[config.mk]
export PLATFORM = sky130hd
export DESIGN_NAME = tx_rr
export DESIGN_NICKNAME = d
export VERILOG_FILES = /design/src/rtl/tx_rr.sv
export SDC_FILE = /design/constraint.sdc
export NUM_CORES = 1
export LEC_CHECK = 0
export ABC_CLOCK_PERIOD_IN_PS = 2800
export CAP_MARGIN = 0
export CORE_ASPECT_RATIO = 1.25
export CORE_MARGIN = 1
export CORE_UTILIZATION = 53
export CTS_BUF_LIST = sky130_fd_sc_hd__clkbuf_4
export DETAILED_ROUTE_END_ITERATION = 8
export PLACE_DENSITY = 0.85
export SYNTH_ARGS = -nofsm -noshare
export SYNTH_HDL_FRONTEND = slang
export SYNTH_SLANG_ARGS = --single-unit
[constraint.sdc]
create_clock -name clk -period 2.8 [get_ports clk]
set_clock_uncertainty 0.1 [all_clocks]
set_input_delay 0.84 -clock clk [delete_from_list [all_inputs] [get_ports clk]]
set_output_delay 0.84 -clock clk [all_outputs]
set_load 0.02 [all_outputs]
[src/rtl/tx_rr.sv]
// ---------------------------------------------------------------------------
// tx_rr -- round-robin packet transmitter for one router output channel.
//
// Several switch requesters compete for a single two-phase (toggle) output
// channel.  A round-robin arbiter picks one requester, the module reads that
// requester's packet buffer flit by flit and presents each flit on the
// channel with a ch_req toggle.  The next flit goes out only after the
// receiver answers with a ch_ack toggle.  That acknowledge is asynchronous to
// clk, so it is synchronised before use.
//
// Ports
//   clk        sole clock, all state changes on its rising edge
//   reset      asynchronous, active-low reset
//   ch_req     two-phase request, each toggle presents one flit
//   ch_flit    flit data, stable from one ch_req toggle to the next
//   ch_ack     two-phase acknowledge from the receiver (asynchronous)
//   sw_req     per-port request to send one packet
//   sw_gnt     one-hot grant, all zero when no packet is owned
//   buf_sel    index of the buffer being read
//   buf_addr   flit address within the selected buffer
//   buf_data   combinational read data for buf_sel/buf_addr
//   pkt_count  number of completed packets, wraps modulo 2^16
//
// Parameters
//   ID, SUBID      router / port identifiers
//   SIZE           flit width in bits
//   BUFF_BITS      buffer address width
//   NPORTS         number of switch requesters
//   SEL_BITS       width of buf_sel, 2^SEL_BITS >= NPORTS
//   PKT_LEN        flits per packet, 1 .. 2^BUFF_BITS
//   SYNC_STAGES    depth of the ch_ack synchroniser
//   VERBOSE_DEBUG  0 or 1, debug tracing enable
// ---------------------------------------------------------------------------
module tx_rr #(
   parameter int ID            = 0,
   parameter int SUBID         = 0,
   parameter int SIZE          = 8,
   parameter int BUFF_BITS     = 3,
   parameter int NPORTS        = 4,
   parameter int SEL_BITS      = 2,
   parameter int PKT_LEN       = 8,
   parameter int SYNC_STAGES   = 2,
   parameter int VERBOSE_DEBUG = 1
) (
   input  logic                 clk,
   input  logic                 reset,
   output logic                 ch_req,
   output logic [SIZE-1:0]      ch_flit,
   input  logic                 ch_ack,
   input  logic [NPORTS-1:0]    sw_req,
   output logic [NPORTS-1:0]    sw_gnt,
   output logic [SEL_BITS-1:0]  buf_sel,
   output logic [BUFF_BITS-1:0] buf_addr,
   input  logic [SIZE-1:0]      buf_data,
   output logic [15:0]          pkt_count
);

   typedef enum logic [1:0] {
      IDLE,
      LOAD,
      SEND,
      DRAIN
   } state_t;

   // The flit counter is one bit wider than buf_addr so that a full packet
   // of 2^BUFF_BITS flits can be counted while buf_addr wraps back to 0.
   localparam logic [BUFF_BITS:0]  LAST_CNT  = (BUFF_BITS+1)'(PKT_LEN);
   localparam logic [BUFF_BITS:0]  CNT_ONE   = (BUFF_BITS+1)'(1);
   localparam logic [SEL_BITS-1:0] LAST_PORT = SEL_BITS'(NPORTS-1);
   localparam logic [SEL_BITS-1:0] SEL_ONE   = SEL_BITS'(1);

   // Parameter sanity checks, evaluated once at elaboration.
   if (NPORTS < 1 || (2 ** SEL_BITS) < NPORTS) begin : g_bad_nports
      $error("tx_rr: NPORTS must be >= 1 and fit in SEL_BITS");
   end
   if (PKT_LEN < 1 || PKT_LEN > (2 ** BUFF_BITS)) begin : g_bad_pkt_len
      $error("tx_rr: PKT_LEN must be in 1 .. 2^BUFF_BITS");
   end
   if (SYNC_STAGES < 1) begin : g_bad_sync
      $error("tx_rr: SYNC_STAGES must be >= 1");
   end
   if (ID < 0 || SUBID < 0) begin : g_bad_ids
      $error("tx_rr: ID and SUBID must be non-negative");
   end
   if (VERBOSE_DEBUG != 0 && VERBOSE_DEBUG != 1) begin : g_bad_verbose
      $error("tx_rr: VERBOSE_DEBUG must be 0 or 1");
   end

   state_t                state;
   logic [SYNC_STAGES-1:0] ack_sync;
   logic                  ack_synced;
   logic                  ack_seen;
   logic                  ack_event;
   logic [SEL_BITS-1:0]   rr_ptr;
   logic [SEL_BITS-1:0]   rr_pick;
   logic [NPORTS-1:0]     rr_mask;
   logic [NPORTS-1:0]     owner_mask;
   logic [BUFF_BITS:0]    flit_cnt;
   logic [BUFF_BITS:0]    cnt_inc;

   // Port index reached by stepping 'offset' places past 'base', modulo
   // NPORTS.  base is always below NPORTS, so one subtraction suffices.
   function automatic int rr_index(input logic [SEL_BITS-1:0] base, input int offset);
      int sum;
      sum = int'(base) + offset;
      if (sum >= NPORTS) begin
         sum = sum - NPORTS;
      end
      return sum;
   endfunction

   // ch_ack crosses into the clk domain through a plain flop chain.  The
   // copy of the synchronised value is refreshed every cycle, so an ack
   // event is a one-cycle pulse on each acknowledge toggle whatever the
   // state; states that do not expect an ack simply ignore the pulse.
   always_ff @(posedge clk or negedge reset) begin
      if (!reset) begin
         ack_sync <= '0;
         ack_seen <= 1'b0;
      end else begin
         ack_sync[0] <= ch_ack;
         for (int i = 1; i < SYNC_STAGES; i++) begin
            ack_sync[i] <= ack_sync[i-1];
         end
         ack_seen <= ack_synced;
      end
   end

   assign ack_synced = ack_sync[SYNC_STAGES-1];
   assign ack_event  = ack_synced ^ ack_seen;
   assign cnt_inc    = flit_cnt + CNT_ONE;

   // Round-robin choice.  Offsets are walked from the far end down to 0 so
   // the requester closest after the pointer is the last one written and
   // therefore wins.
   always_comb begin
      rr_pick = '0;
      rr_mask = '0;
      for (int i = NPORTS - 1; i >= 0; i--) begin
         if (|(sw_req & (NPORTS'(1) << rr_index(rr_ptr, i)))) begin
            rr_pick = SEL_BITS'(rr_index(rr_ptr, i));
            rr_mask = NPORTS'(1) << rr_index(rr_ptr, i);
         end
      end
   end

   // Packet sequencer.  owner_mask remembers the granted port after sw_gnt
   // has dropped, so DRAIN can wait for that particular requester to let go
   // before a new arbitration round begins.  The round-robin pointer is
   // moved only when a packet completes, so an abandoned packet (reset)
   // does not count as a win.
   always_ff @(posedge clk or negedge reset) begin
      if (!reset) begin
         state      <= IDLE;
         ch_req     <= 1'b0;
         ch_flit    <= '0;
         sw_gnt     <= '0;
         buf_sel    <= '0;
         buf_addr   <= '0;
         pkt_count  <= '0;
         rr_ptr     <= '0;
         owner_mask <= '0;
         flit_cnt   <= '0;
      end else begin
         case (state)
            IDLE: begin
               if (|sw_req) begin
                  buf_sel    <= rr_pick;
                  buf_addr   <= '0;
                  flit_cnt   <= '0;
                  sw_gnt     <= rr_mask;
                  owner_mask <= rr_mask;
                  state      <= LOAD;
               end
            end
            LOAD: begin
               ch_flit  <= buf_data;
               ch_req   <= ~ch_req;
               flit_cnt <= CNT_ONE;
               buf_addr <= CNT_ONE[BUFF_BITS-1:0];
               state    <= SEND;
            end
            SEND: begin
               if (ack_event) begin
                  if (flit_cnt < LAST_CNT) begin
                     ch_flit  <= buf_data;
                     ch_req   <= ~ch_req;
                     flit_cnt <= cnt_inc;
                     buf_addr <= cnt_inc[BUFF_BITS-1:0];
                  end else begin
                     sw_gnt    <= '0;
                     pkt_count <= pkt_count + 16'd1;
                     rr_ptr    <= (buf_sel == LAST_PORT) ? '0 : buf_sel + SEL_ONE;
                     state     <= DRAIN;
                  end
               end
            end
            DRAIN: begin
               if ((sw_req & owner_mask) == '0) begin
                  state <= IDLE;
               end
            end
            default: begin
               state <= IDLE;
            end
         endcase
      end
   end

endmodule

==> impl_metrics.csv <==
group,metric,value,unit
status,status,"completed",
die,ios,49,
final_layout,antennaDiodeCount,0,
synth,async_flop_share,100,%
drt,avgViaCountPerCell,5.78,
synth,synth_seq_area_share,48.9,%
final_layout,drive_gt1_share,9.29,%
drt,initialDrtViolationCount,71,
clock_tree,clock_sinks,46,
worst_setup_path,slowest_stage,"a222oi_1",
clock_tree,holdBufCountCts,0,
global_route,grt.overflow.total,0,
clock_tree,clk_latency,0.36,ns
clock_tree,cts_tree,"done",
synth,ys_ff_latch,46,
synth,synth_cells,220,
pwr,total_leakage_power,1.35,nW
synth,synthDominantCellAreaShare,48.9,%
final_layout,area_growth,28.5,%
worst_setup_path,cp_max_fo,9,
pwr,pwr_density_cell,770,nW/µm²
drt,wire_per_inst,15.0,µm
synth,synth.cell_area,2360,µm²
global_route,antenna_found_initial,0,
timing,setup_violations,0,
die,dieArea,4720,µm²
placement,portBuffers,48,
die,die_h,76.5,µm
global_route,grtUsageTotal,24.1,%
clock_tree,postCtsSetupBuffers,0,
die,die_w,61.6,µm
global_route,grt_pass1_vias,1932,
flow_run,cap_violations,0,
clock_tree,cts_buffer_depth,2,
clock_tree,htreeDepth,2,
synth,synth_nets,249,
timing,setup_tns,0,ns
placement,dpl.hpwl,3.83,mm
timing,tightest_slew,0.571,ns
worst_setup_path,path_cells,"inv_1 -> ha_1 -> a222oi_1 -> nand2_2 -> a221oi_2 -> o21ai_1 -> mux2_2",
synth,synth.distinct_cells,44,
worst_setup_path,cp_top_family,"compound AO/OA/AOI/OAI gates",
die,initial_core_util,56.6,%
clock_tree,numCtsBuffers,5,
global_route,grt_start_max_net_pins,47,
pwr,fin_total_pwr,2.33,mW
clock_tree,cts_root_buffer,"clkbuf_4",
worst_setup_path,crit_type,"register to register",
timing,rsz0062_at_grt,"false",
final_layout,n_fill_cell,342,
die,rows,26,
drt,wirelength,5.05,mm
timing,fmax,403,MHz
synth,synth.avg_cell_area,10.7,µm²
timing,drv_slew,0,
clock_tree,clk_pin_slew,0.12,ns
timing,fin_crit,2.48,ns
final_layout,final_cell_mix,"47 x clkdlybuf4s50_1, 46 x dfrtp_1, 22 x nand2_1",
synth,synth_area_leaders,"dfrtp_1 49%, ha_1 7.4%, mux2_1 4.3%",
drt,firstDrtPassIters,5,
clock_tree,cts_resized,0,
timing,slew_headroom,61.6,%
drt,antenna_left,0,
worst_setup_path,critPathBufInv,1,
final_layout,layout_commonest_cell,"clkdlybuf4s50_1",
min_path,worstHoldPathType,"register to register",
worst_setup_path,cpPeakStageDelay,0.48,ns
placement,gp_congestion,0.875,
synth,ys_warn_count,0,
synth,synth_edf_count,0,
drt,drc,0,
timing,min_period_over_period,88.7,%
final_layout,finalNetCount,309,
global_route,grt_pass1_wl,8.67,mm
die,fp.coreArea,4160,µm²
worst_setup_path,cp-end-kind,"register",
pwr,vdd_drop_max,0.000342,V
worst_setup_path,crit_required,2.94,ns
synth,yosysTopAreaCell,"dfrtp_1",
synth,yosys_most_used_dff,"dfrtp_1",
timing,finalHoldViolCount,0,
worst_setup_path,crit_arrival,2.63,ns
drt,vias,1942,
worst_setup_path,crit_path_start_kind,"register",
-- routing by layer --
metal | track usage, % | vias up | wire [µm]
met1 | 28.5 | 965 | 2070
met5 | 0 | - | 0
met4 | 6.22 | 0 | 46
li1 | - | 912 | -
met3 | 5.43 | 4 | 234
met2 | 42.5 | 61 | 2700
-- area by class of cell --
cell class	count	area, µm²	area share (%)
clock buffers	5	37.5	1.24
clock inverters	2	33.8	1.12
inverters	9	33.8	1.12
multi-input cells	159	1130	37.3
flip-flops and latches	46	1150	38.0
well taps	56	70.1	2.32
repair buffers	59	571	18.9
-- metrics by stage --
step	hold WS, ns	utilization (%)	setup WS (ns)	area [µm²]	std cells
6_report	0.275	72.7	0.318	3030	336
5_1_grt	0.293	72.7	0.144	3030	336
4_1_cts	0.277	72.7	0.330	3030	336
3_5_place_dp	0.248	71.0	-0.00421	2960	329
3_3_place_gp	0.242	71.0	0.0495	2960	329
2_1_floorplan	0.231	-	0.486	2360	220
-- cell usage after synthesis, types with 2 or more instances --
master	n
o21ai_0	9
xnor2_1	11
ha_1	14
nor3_1	3
and2_1	3
a221oi_1	2
and3_1	2
mux2_2	2
mux2_1	9
xor2_1	6
a22o_1	6
inv_1	8
o21ai_1	10
nand4_1	7
buf_4	3
nand2_1	22
dfrtp_1	46
nor2b_1	3
nand3_1	7
nor2_1	15
clkbuf_1	2
a22oi_1	5
nand3b_1	2
a21oi_1	2
a2bb2oi_1	2
-- flip-flops by register name (all words and copies together), names as in the netlist --
register,count
pkt_count,16
ch_flit,8
owner_mask,4
sw_gnt,4
ack_sync,2
buf_addr,2
buf_sel,2
flit_cnt,2
rr_ptr,2
state,2
ack_seen,1
ch_req,1
-- where the power goes --
group | switching, mW | leakage, nW | total [mW] | internal, mW
Combinational | 0.518 | 0.710 | 1.01 | 0.496
Sequential | 0.112 | 0.599 | 0.937 | 0.825
Clock | 0.200 | 0.0387 | 0.381 | 0.181
-- cells by family after synthesis --
kind of cell / after synthesis / share of synthesized area (%)
simple gates: 68 / 13.9
compound gates: 49 / 15.0
flops: 46 / 48.9
xor+xnor: 17 / 6.32
buf+inv: 15 / 3.19
fa+ha+maj: 14 / 7.44
mux: 11 / 5.26
-- path summary, 6_finish.rpt --
path	startpoint	end	slack [ns]	depth (start not counted)
setup / recovery	rr_ptr[0]$_DFFE_PN0P_	owner_mask[0]$_DFFE_PN0P_	0.32	7
hold / removal	ack_sync[0]$_DFF_PN0_	ack_sync[1]$_DFF_PN0_	0.27	0
setup reg to reg	rr_ptr[0]$_DFFE_PN0P_	owner_mask[0]$_DFFE_PN0P_	0.32	7
hold reg to reg	ack_sync[0]$_DFF_PN0_	ack_sync[1]$_DFF_PN0_	0.27	0
max in group asynchronous	reset	pkt_count[5]$_DFFE_PN0P_	1.78	2
min in group asynchronous	reset	flit_cnt[2]$_DFFE_PN0P_	0.43	2
Power figures use the tool's default switching activity.
